## src/rtl/pc_stack_pkg.sv

```systemverilog
// ============================================================================
//  Module      : pc_stack_pkg
//  Description : Shared operation encoding, priority decode and level sizing
//                for the program-counter / return-stack block.
//  Revision    : 1.0 - initial release
// ============================================================================
`default_nettype none

package pc_stack_pkg;

    typedef enum logic [2:0] {
        OP_HOLD = 3'd0,
        OP_INC  = 3'd1,
        OP_LOAD = 3'd2,
        OP_CALL = 3'd3,
        OP_RET  = 3'd4
    } op_e;

    // Occupancy runs 0..depth inclusive, so one extra code point is needed.
    function automatic int level_width(input int depth);
        return $clog2(depth + 1);
    endfunction

    function automatic op_e decode_op(input logic ret, input logic call,
                                      input logic load, input logic inc);
        op_e v_op;
        v_op = OP_HOLD;
        if (ret)       v_op = OP_RET;
        else if (call) v_op = OP_CALL;
        else if (load) v_op = OP_LOAD;
        else if (inc)  v_op = OP_INC;
        return v_op;
    endfunction

endpackage

`default_nettype wire

```

## src/rtl/lifo_stack.sv

```systemverilog
// ============================================================================
//  Module      : lifo_stack
//  Description : Return-address LIFO; push/pop are ignored when full/empty.
//  Revision    : 1.0 - initial release
// ============================================================================
`default_nettype none

module lifo_stack
    import pc_stack_pkg::*;
#(
    parameter int WIDTH = 16,
    parameter int DEPTH = 8
) (
    input  logic                            clk,
    input  logic                            rst_n,
    input  logic                            i_push,
    input  logic                            i_pop,
    input  logic [WIDTH-1:0]                i_push_data,
    output logic [WIDTH-1:0]                o_top,
    output logic [level_width(DEPTH)-1:0]   o_level,
    output logic                            o_empty,
    output logic                            o_full
);

    localparam int c_LW = level_width(DEPTH);
    localparam int c_IW = (DEPTH > 1) ? $clog2(DEPTH) : 1;

    logic [WIDTH-1:0] r_mem [DEPTH];
    logic [c_LW-1:0]  r_level;
    logic             w_full;
    logic             w_empty;
    logic             w_do_push;
    logic             w_do_pop;
    logic [c_IW-1:0]  w_wr_idx;
    logic [c_IW-1:0]  w_top_idx;

    assign w_full    = (r_level == c_LW'(DEPTH));
    assign w_empty   = (r_level == '0);
    assign w_do_pop  = i_pop && !w_empty;
    assign w_do_push = i_push && !w_full && !i_pop;
    assign w_wr_idx  = c_IW'(r_level);
    assign w_top_idx = c_IW'(r_level - c_LW'(1));

    // Storage carries no reset: entries above the level are never visible.
    always_ff @(posedge clk) begin
        if (w_do_push) begin
            r_mem[w_wr_idx] <= i_push_data;
        end
    end

    always_ff @(posedge clk) begin
        if (!rst_n) begin
            r_level <= '0;
        end else if (w_do_pop) begin
            r_level <= r_level - c_LW'(1);
        end else if (w_do_push) begin
            r_level <= r_level + c_LW'(1);
        end
    end

    assign o_top   = r_mem[w_top_idx];
    assign o_level = r_level;
    assign o_empty = w_empty;
    assign o_full  = w_full;

endmodule

`default_nettype wire

```

## src/rtl/pc_stack.sv

```systemverilog
// ============================================================================
//  Module      : pc_stack
//  Description : Program counter with call/return stack and sticky error flag.
//  Revision    : 1.0 - initial release
// ============================================================================
`default_nettype none

module pc_stack
    import pc_stack_pkg::*;
#(
    parameter int WIDTH = 16,
    parameter int DEPTH = 8
) (
    input  logic                            clk,
    input  logic                            rst_n,
    input  logic [WIDTH-1:0]                in,
    input  logic                            load,
    input  logic                            inc,
    input  logic                            call,
    input  logic                            ret,
    output logic [WIDTH-1:0]                out,
    output logic [level_width(DEPTH)-1:0]   level,
    output logic                            empty,
    output logic                            full,
    output logic                            err
);

    op_e              w_op;
    logic             w_push;
    logic             w_pop;
    logic             w_empty;
    logic             w_full;
    logic [WIDTH-1:0] w_top;
    logic [WIDTH-1:0] w_out_plus1;
    logic [WIDTH-1:0] r_out;
    logic             r_err;

    assign w_op        = decode_op(ret, call, load, inc);
    assign w_out_plus1 = r_out + WIDTH'(1);
    assign w_push      = (w_op == OP_CALL) && !w_full;
    assign w_pop       = (w_op == OP_RET) && !w_empty;

    lifo_stack #(
        .WIDTH (WIDTH),
        .DEPTH (DEPTH)
    ) u_lifo (
        .clk         (clk),
        .rst_n       (rst_n),
        .i_push      (w_push),
        .i_pop       (w_pop),
        .i_push_data (w_out_plus1),
        .o_top       (w_top),
        .o_level     (level),
        .o_empty     (w_empty),
        .o_full      (w_full)
    );

    always_ff @(posedge clk) begin
        if (!rst_n) begin
            r_out <= '0;
            r_err <= 1'b0;
        end else begin
            case (w_op)
                OP_RET: begin
                    if (w_empty) r_err <= 1'b1;
                    else         r_out <= w_top;
                end
                // A call into a full stack still jumps; only the push is lost.
                OP_CALL: begin
                    if (w_full) r_err <= 1'b1;
                    r_out <= in;
                end
                OP_LOAD: r_out <= in;
                OP_INC:  r_out <= w_out_plus1;
                default: r_out <= r_out;
            endcase
        end
    end

    assign out   = r_out;
    assign err   = r_err;
    assign empty = w_empty;
    assign full  = w_full;

endmodule

`default_nettype wire

```

## config.mk

```make
export PLATFORM = sky130hd
export DESIGN_NAME = pc_stack
export DESIGN_NICKNAME = d
export VERILOG_FILES = /design/src/rtl/pc_stack_pkg.sv /design/src/rtl/lifo_stack.sv /design/src/rtl/pc_stack.sv
export SDC_FILE = /design/constraint.sdc
export NUM_CORES = 1
export LEC_CHECK = 0
export ABC_AREA = 1
export ABC_CLOCK_PERIOD_IN_PS = 4300
export CORE_MARGIN = 10
export CORE_UTILIZATION = 42
export CTS_CLUSTER_SIZE = 25
export DETAILED_ROUTE_END_ITERATION = 10
export PLACE_DENSITY = 0.64
export SLEW_MARGIN = 10
export SYNTH_ARGS = -nofsm -noshare
export SYNTH_HDL_FRONTEND = slang
export SYNTH_HIERARCHICAL = 1
export SYNTH_SLANG_ARGS = --single-unit
```

## constraint.sdc

```tcl
create_clock -name clk -period 4.3 [get_ports clk]
set_clock_uncertainty 0.15 [all_clocks]
set_input_delay 0.645 -clock clk [delete_from_list [all_inputs] [get_ports clk]]
set_output_delay 0.645 -clock clk [all_outputs]
set_load 0.02 [all_outputs]
```

Word level (Yosys, flattened, before mapping)
Memories as Yosys holds them, arrays and structs flattened.
Cells that the tools add are included.
{ "word_totals": {"regBits": 21, "latch_bits": 0, "ram_bits": 128, "mem_bits_ro": 0, "out_inout_bits": 23, "word_cells": 43, "mem_count": 1} }
{ "classes": {"add_sub_neg": 3, "mul": 0, "div_mod_pow": 0, "magnitude_cmp": 0, "eq_ne": 8, "n_shift": 0, "muxes": 13, "bitwise_logic": 0, "reduce_logical": 15} }
{ "memory_table": {"columns": ["memory", "depth", "word_bits", "read_ports", "rd_clocked_by_memory_dff", "write_ports", "line_no", "source"], "rows": [
  ["u_lifo.r_mem", 8, 16, 1, 0, 1, "lifo_stack.sv:28", "logic [WIDTH-1:0] r_mem [DEPTH];"]
]} }
{ "op_table": {"columns": ["cell", "count"], "rows": [
  ["one-hot mux 16 bit (3 select lines)", 1],
  ["adder 16 x 1 -> 16 bit, second input constant", 1],
  ["2-to-1 mux 16 bit", 1],
  ["2-to-1 mux 4 bit", 2],
  ["== test 3 x 2 -> 1 bit, second input constant", 2],
  ["logical AND 1 bit", 5],
  ["2-to-1 mux 1 bit", 5],
  ["adder 4 x 1 -> 4 bit, second input constant", 1],
  ["== test 4 bit, second input constant", 1],
  ["zero test 4 bit", 1],
  ["2-to-1 mux 2 bit", 2],
  ["inequality test 2 x 1 -> 1 bit, second input constant", 2],
  ["nonzero test 2 bit", 2],
  ["subtractor 4 x 1 -> 4 bit, second input constant", 1],
  ["== test 3 x 1 -> 1 bit, second input constant", 1],
  ["== test 3 bit, second input constant", 1],
  ["zero test 1 bit", 3],
  ["2-to-1 mux 3 bit", 1],
  ["AND reduction 3 bit", 1],
  ["nonzero test 3 bit", 1],
  ["inequality test 2 bit, second input constant", 1],
  ["one-hot mux 1 bit (2 select lines)", 1],
  ["AND reduction 2 bit", 1],
  ["OR reduction 2 bit", 1]
]} }

Depth between registers and ports, before layout
{ "depth": {"ltp_word": 10, "mapped_depth": 15, "depth_no_buf": 12} }

Modules after synthesis
The synthesis kept the hierarchy.
{ "modules_own_cells": {"columns": ["module", "instances", "cells_each", "area_per_inst_um2", "seq_area_each_um2"], "rows": [
  ["lifo_stack", 1, 455, 5372.7, 3923.8],
  ["pc_stack", 1, 241, 1408.9, 340.3]
]} }

Worst setup path after synthesis
OpenSTA, ideal clock, no wires.
{ "synth_timing": {"kind": "register -> register", "startpoint": "reg u_lifo.r_level[0], in the netlist u_lifo/o_level[0]", "endpoint": "mem u_lifo.r_mem[1][0] (enable)", "setup_ns": 0.409, "t_arrival_ns": 2.973, "t_required_ns": 3.741, "slack_ns": 0.767, "path_stages_with_launch": 11, "n_path_buf": 1, "period_less_slack_ns": 3.533, "cell_sequence": "dfxtp_1 -> inv_2 -> buf_2 -> ha_1 -> nand3_2 -> inv_1 -> nor3_1 -> inv_1 -> nor2_1 -> nand2_2 -> nor3_1"} }
{ "synth_via": {"elab_chain_cells": 7, "word_cells_on_any_way": 11} }
{ "synth_lines": {"columns": ["element", "line_no", "source"], "rows": [
  ["start: declaration", "lifo_stack.sv:29", "logic [c_LW-1:0] r_level;"],
  ["start signal: assignment", "lifo_stack.sv:55", "r_level <= r_level - c_LW'(1);"],
  ["start signal: assignment", "lifo_stack.sv:57", "r_level <= r_level + c_LW'(1);"],
  ["== test 4 bit", "lifo_stack.sv:37", "assign w_full = (r_level == c_LW'(DEPTH));"],
  ["net full", "pc_stack.sv:24", "output logic full,"],
  ["zero test 1 bit", "pc_stack.sv:40", "assign w_push = (w_op == OP_CALL) && !w_full;"],
  ["logical AND 1 bit", "pc_stack.sv:40", null],
  ["net w_push", "pc_stack.sv:29", "logic w_push;"],
  ["logical AND 1 bit (2 in a row)", "lifo_stack.sv:40", "assign w_do_push = i_push && !w_full && !i_pop;"],
  ["2-to-1 mux 1 bit", "lifo_stack.sv:46", "if (w_do_push) begin"],
  ["2-to-1 mux 1 bit (not written as such)", "lifo_stack.sv:47", "r_mem[w_wr_idx] <= i_push_data;"],
  ["end: declaration", "lifo_stack.sv:28", null]
]} }
The timed path passes the listed nets, and every way through them passes these cells.

Final worst setup path
{ "layout_timing": {"startpoint": "reg u_lifo.r_level[1], in the netlist u_lifo/o_level[1]", "endpoint": "out empty"} }
{ "layout_via": {"elab_chain_cells": 1} }
{ "layout_lines": {"columns": ["element", "line_no", "source"], "rows": [
  ["zero test 4 bit", "lifo_stack.sv:38", "assign w_empty = (r_level == '0);"],
  ["end: declaration", "pc_stack.sv:23", "output logic empty,"]
]} }
Every way passes these cells.

==> results.py <==
metrics = {
    "status": {
        "outcome": "completed",
    },
    "yosys": {
        "yosysSeqAreaShare": 0.629,
        "async_flop_share": 0,
        "synth_edf_count": 128,
        "synth_nets": 721,
        "yosysWarnings": 6,
        "yosysTopAreaCell": "edfxtp_1",
        "netlist.area_leader.share": 0.567,
        "synth_cell_types": 29,
        "syn_area_per_cell_um2": 9.74,
        "synth-main-ff-cell": "edfxtp_1",
        "ys_seq_elements": 149,
        "yosys-top-cells-area": "edfxtp_1 57%, nor2_1 7.7%, nand2_1 6.6%, dfxtp_1 6.2%, o21ai_1 4.1%",
        "syn-instance-count": 696,
        "synthesis.area_mm2": 0.00678,
    },
    "timing": {
        "tns_ns": 0,
        "slew_violations": 0,
        "setup_viol_count_final": 0,
        "hold_viol_final": 0,
        "period_minus_slack_ns": 2.89,
        "worst_pin_slew_ns": 0.852,
        "max-slew-margin-rel": 0.430,
        "max_freq_mhz": 346,
        "rsz0062_at_grt": "no",
        "fin_crit_sh": 0.672,
        "fin_ws_ns": 1.41,
    },
    "routing": {
        "drc": 0,
        "first_pass_iters": 5,
        "vias_per_cell": 5.23,
        "num_vias": 5085,
        "routed_wirelength_um": 16900,
        "drt_iter0_drc": 475,
        "ant_nets": 0,
        "routedWlPerCell_um": 17.4,
    },
    "pwr": {
        "vdd_drop_max_v": 0.000482,
        "power.density_mw_per_mm2": 677,
        "leakagePower_nw": 3.00,
        "total_power_w": 0.00541,
    },
    "clock_tree": {
        "clock_latency_ns": 0.42,
        "post_cts_buffers": 0,
        "cts_tree": "done",
        "max-clock-path-buffers": 2,
        "clock-sinks": 149,
        "cts_hold_buf": 0,
        "cts_made_buffers": 17,
        "cts-root-buf": "clkbuf_16",
        "cts-htree-levels": 4,
        "clk_pin_slew_ns": 0.06,
        "post_cts_resized": 0,
    },
    "global_routing": {
        "antenna_found_initial": 0,
        "grt.total_usage": 0.158,
        "grt_first_pass_wirelength_um": 26900,
        "grt_max_degree": 71,
        "grt_pass1_vias": 4908,
        "gr-total-overflow": 0,
    },
    "placement": {
        "routabilityCongestion": 0.886,
        "dpl_cell_area_mm2": 0.00745,
        "dp_hpwl_um": 11000,
        "io_buffers": 44,
        "post-place-ws_ns": 1.40,
    },
    "flow_run": {
        "maxCapViolCount": 0,
    },
    "die": {
        "start_util": 0.428,
        "die_y_um": 147,
        "core_area_mm2": 0.0158,
        "row_count": 46,
        "die_area_mm2": 0.0216,
        "pin_count": 45,
        "dieWidth_um": 147,
    },
    "critical_path": {
        "reg2reg_to": "u_lifo/r_mem[7][8]$_DFFE_PP_",
        "r2r_cells": 9,
        "r2r_start": "u_lifo/o_level[1]$_SDFFE_PN0P_",
        "critPathRequiredTime_ns": 3.50,
        "worstSetupStartpointType": "flop",
        "crit_fanout": 6,
        "reg2reg_slack_ns": 1.55,
        "cp-end-kind": "primary output",
        "startpoint": "u_lifo/o_level[1]$_SDFFE_PN0P_",
        "crit_end": "empty",
        "path_class": "reg -> out",
        "critPathArrivalTime_ns": 2.10,
    },
    "final_layout": {
        "layout-drive-gt1-share": 0.0925,
        "multi_input_area_mm2": 0.00218,
        "fin_util": 0.505,
        "fin_nets": 769,
        "final_cell_area_mm2": 0.00800,
        "fillers": 1402,
        "layout_commonest_cell": "nor2_1",
        "final_cell_mix": "139 x nor2_1, 128 x edfxtp_1, 120 x nand2_1, 55 x o21ai_1, 44 x clkdlybuf4s50_1",
        "antenna_cells": 0,
        "syn_to_final_growth_pct": 18.0,
        "regArea_mm2": 0.00427,
    },
    "worst_hold_path": {
        "worstHoldPathType": "reg -> reg",
    },
}
## layer usage
metal  routed length [um]  GRT usage
met5                    0          0
met3                 1120     0.0387
met2                 8220      0.257
met1                 7340      0.200
met4                  264     0.0545
## worst max-delay path, cell delays in order (launching register included)
cell and delay (ns):
dfxtp_1 0.36, inv_1 0.11, ha_1 0.26, nand3_1 0.19, inv_1 0.13, clkdlybuf4s50_1 0.62
## through the flow
step / hold slack (ns) / cells
5_1_grt: 0.393 / 973
3_5_place_dp: 0.344 / 941
3_3_place_gp: 0.310 / 941
2_1_floorplan: 0.420 / 696
6_report: 0.336 / 973
4_1_cts: 0.358 / 973
## where the power goes
group          internal [W]  switching (W)  total (W)  leakage [nW]
sequential          0.00181       0.000102    0.00191          1.35
clock              0.000818       0.000543    0.00136         0.267
combinational      0.000646        0.00149    0.00214          1.39
## layout make-up
cell class,instances,area share
multi-input cells,467,0.272
well taps,216,0.0338
clock inverters,10,0.0102
clock buffers,22,0.0580
flip-flops and latches,149,0.533
inverters,50,0.0235
repair buffers,59,0.0691
## how the worst min path moves through the flow
| stage | end | cells after the start | from | slack (ns) |
|---|---|---|---|---|
| final | err$_SDFFE_PN0P_ | 2 | err$_SDFFE_PN0P_ | 0.34 |
| after global routing | err$_SDFFE_PN0P_ | 2 | err$_SDFFE_PN0P_ | 0.39 |
| after CTS | err$_SDFFE_PN0P_ | 2 | err$_SDFFE_PN0P_ | 0.36 |
| after detailed placement | err$_SDFFE_PN0P_ | 2 | err$_SDFFE_PN0P_ | 0.34 |
| after global placement | err$_SDFFE_PN0P_ | 2 | err$_SDFFE_PN0P_ | 0.31 |
| after floorplan | err$_SDFFE_PN0P_ | 2 | err$_SDFFE_PN0P_ | 0.42 |
## cell families (layout without fill, tap and decap cells)
logic type	Yosys count	in the layout	share of synthesized area
simple gates	327	327	0.201
compound gates	131	131	0.101
buf+inv	80	141	0.0524
xor+xnor	6	6	0.0111
fa+ha+maj	3	3	0.00554
flops	149	149	0.629
## cells in the mapped netlist (5+ instances only)
cell / count
o22ai_1: 16
clkbuf_1: 5
nand3_1: 40
inv_1: 43
nand2_2: 6
a21oi_1: 22
edfxtp_1: 128
buf_2: 17
buf_4: 5
o21ai_1: 55
nand2_1: 120
inv_2: 7
dfxtp_1: 21
o21ai_0: 35
and2_1: 7
nor2_1: 139
## sequential cells by signal, indices dropped and copies added (netlist names)
register        flops
out                16
err                 1
u_lifo/r_mem      128
u_lifo/o_level      4
(Power assumes the default switching activity.)
==> edit: new RTL, same settings <==
Register the output `level`, with the module's reset; this adds one clock of latency there. The other outputs are not delayed to match.
--- a/src/rtl/pc_stack.sv
+++ b/src/rtl/pc_stack.sv
@@ -25,6 +25,8 @@
     output logic                            err
 );
 
+    logic [level_width(DEPTH)-1:0] level_d;
+
     op_e              w_op;
     logic             w_push;
     logic             w_pop;
@@ -50,7 +52,7 @@
         .i_pop       (w_pop),
         .i_push_data (w_out_plus1),
         .o_top       (w_top),
-        .o_level     (level),
+        .o_level     (level_d),
         .o_empty     (w_empty),
         .o_full      (w_full)
     );
@@ -82,6 +84,14 @@
     assign empty = w_empty;
     assign full  = w_full;
 
+    always_ff @(posedge clk) begin
+        if (!rst_n) begin
+            level <= '0;
+        end else begin
+            level <= level_d;
+        end
+    end
+
 endmodule
 
 `default_nettype wire
Function: changed (a bounded check fails within 4 cycles, from zero or initial values and one cycle with rst_n low).
==> edit against the original RTL <==
  * Design area increased by 1.8%
  * Routed wire length shrank 1.1%
  * Power grew 4.0%
  * Global-route usage is 0.22 points lower
  * Area after synthesis grew 1.5%
  * Worst setup slack got worse by 0.039 ns
  * Via count rose by 0.47%
  * Sequential cell count grew 4
  * Register-to-register slack got worse by 0.05 ns
  * Synthesized cell count grew 1.6%
  * Combinational power decreased by 3%
  * Count of clock-buffer cells in the layout decreased by 5
  * Critical path type unchanged
  * Non-clock buffer count is 5 lower
==> edit: results (changes against the original RTL) <==
| Metric | Value |
|---|---|
| Status | `complete, no violations (unchanged)` |
| Adder-cell share of the synthesized area | `0.5456% (was 0.5535%)` |
| CP Launch Point | `u_lifo/o_level[1] (unchanged)` |
| Vias in the first global route | `4932 (was 4908)` |
| Min-delay src | `u_lifo/o_level[3] (was err)` |
| Pleak | `3.074 nW (was 3.002 nW)` |
| CTS buffer count | `17 (unchanged)` |
| Clock Root Buffer | `clkbuf_16 (unchanged)` |
| Setup slack after placement | `1.450 ns (was 1.403 ns)` |
| Placed Cells | `946 (was 941)` |
| Commonest cells post-synth | `137 x nor2_1, 128 x edfxtp_1, 125 x nand2_1 (was 139 x nor2_1, 128 x edfxtp_1, 120 x nand2_1)` |
| Synth area leaders | `edfxtp_1 56%, nor2_1 7.5%, dfxtp_1 7.3% (was edfxtp_1 57%, nor2_1 7.7%, nand2_1 6.6%)` |
| First-pass GRT wire length | `26770 µm (was 26900 µm)` |
| Postcts setup bufs | `0 (unchanged)` |
| Post-synthesis async set-or-reset flop share | `0% (unchanged)` |
| Rel. slew slack | `35.86% (was 43.03%)` |
| Worst r2r src | `u_lifo/o_level[1] (unchanged)` |
| Filler instances | `1426 (was 1402)` |
| R2R Path End | `out[15] (was u_lifo/r_mem[7][8])` |
| Mapped Nets | `732 (was 721)` |
| GPL Wtd Cong | `0.8562 (was 0.8860)` |
| Dpl cell area | `7511 µm² (was 7453 µm²)` |
| CTS resizes | `0 (unchanged)` |
| Worst-path fanout max | `6 (unchanged)` |
| Clk_lat worst skew | `0.42 ns (about the same)` |
| Max reg flops | `128 (unchanged)` |
| All-layer global routing usage | `15.55% (was 15.77%)` |
| DP HPWL | `11120 µm (was 10980 µm)` |
| WL/cell | `17.15 µm (was 17.41 µm)` |
| Sequential fraction of the synthesis area | `63.14% (was 62.88%)` |
| Data arrival time of the critical path | `2.14 ns (was 2.10 ns)` |
| Post-synthesis mux area share | `0% (unchanged)` |
| Cells on worst reg2reg path | `13 (was 9)` |
| Nets@finish | `774 (was 769)` |
| Worst setup slack after layout | `1.369 ns (was 1.408 ns)` |
| Top_reg_cell synth | `edfxtp_1 (unchanged)` |
| Clock transition at path regs | `0.06 ns (about the same)` |
| Non-Filler Instances | `977 (was 973)` |
| DRT iter0 DRCs | `511 (was 475)` |
| Max Root-Sink Buffers | `2 (unchanged)` |
| Peak supply drop | `0.4207 mV (was 0.4821 mV)` |
| Share of post-route cells with drive strength above 1 | `9.067% (was 9.247%)` |
| Largest net degree at the start of global routing | `71 (unchanged)` |
| Via count | `5109 (was 5085)` |
| Compound-cell area share of the yosys netlist | `9.911% (was 10.11%)` |
| H-Tree Depth | `4 (unchanged)` |
| Distinct cells, synth | `29 (unchanged)` |
| Avg Cell Area, Syn | `9.732 µm² (was 9.744 µm²)` |
| Initial antenna violation count | `0 (unchanged)` |
| Hold Crit Class | `flop to flop (unchanged)` |
| Drt first pass iters | `5 (unchanged)` |
| XOR/XNOR Fraction of Synth Area | `0.9820% (was 1.107%)` |
==> edit: cell count changes after synthesis, moves of 2 or more <==
cell,delta
nor2_1,-2
inv_1,+3
o21ai_1,-14
nand2_1,+5
o21ai_0,+14
nor2_2,+2
dfxtp_1,+4
==> edit: power by group <==
part | internal, mW | total, mW | switching, mW
registers | 1.86 | 1.96 | 0.100
logic | 0.626 | 2.08 | 1.46
clock network | 1.02 | 1.59 | 0.574
==> edit: how the worst min path moves through the flow <==
stage,depth (start not counted),end,slack [ns]
after floorplan,2,level[3],0.29
after global placement,2,err,0.30
after detailed placement,2,level[3],0.31
after CTS,2,level[3],0.32
after global routing,2,err,0.35
final,2,level[3],0.32
==> edit: cell type report <==
| type | instances | area (µm²) | share of cell area [%] |
|---|---|---|---|
| clock buffer | 17 | 425.4 | 5.225 |
| clock inverter | 14 | 205.2 | 2.520 |
| inverter | 52 | 195.2 | 2.397 |
| multi-input combinational | 471 | 2185 | 26.83 |
| sequential | 153 | 4345 | 53.37 |
| tap | 216 | 270.3 | 3.319 |
| timing repair buffer | 54 | 515.5 | 6.332 |
==> edit: metrics by stage <==
step	hold slack (ns)	util, %	power, mW
4_1_cts	0.3227	51.07	5.629
5_1_grt	0.3517	51.07	5.980
3_5_place_dp	0.3135	47.11	4.040
3_3_place_gp	0.3016	47.11	4.008
6_report	0.3221	51.07	5.632
2_1_floorplan	0.2921	-	3.405
==> edit: logic make-up (layout without fill, tap and decap cells) <==
logic type / after synthesis / in the layout
buffers and inverters: 83 / 137
AO/OA/AOI/OAI: 131 / 131
AND/OR/NAND/NOR: 331 / 331
adder cells (fa/ha/maj): 3 / 3
flip-flops: 153 / 153
XOR/XNOR: 6 / 6
==> edit: critical path, cell delays in order, from the launching register on <==
cell and delay (ns):
dfxtp_1 0.37, inv_1 0.11, ha_1 0.26, nand3_1 0.21
inv_1 0.15, clkdlybuf4s50_1 0.62
==> edit: layer usage <==
metal | global-route usage [%] | part of all wire, % | vias to the layer above
li1 | - | - | 2479
met1 | 21.46 | 47 | 2408
met2 | 23.00 | 45 | 193
met3 | 3.297 | 6.5 | 29
met4 | 6.838 | 1.9 | 0
met5 | 0 | 0 | -
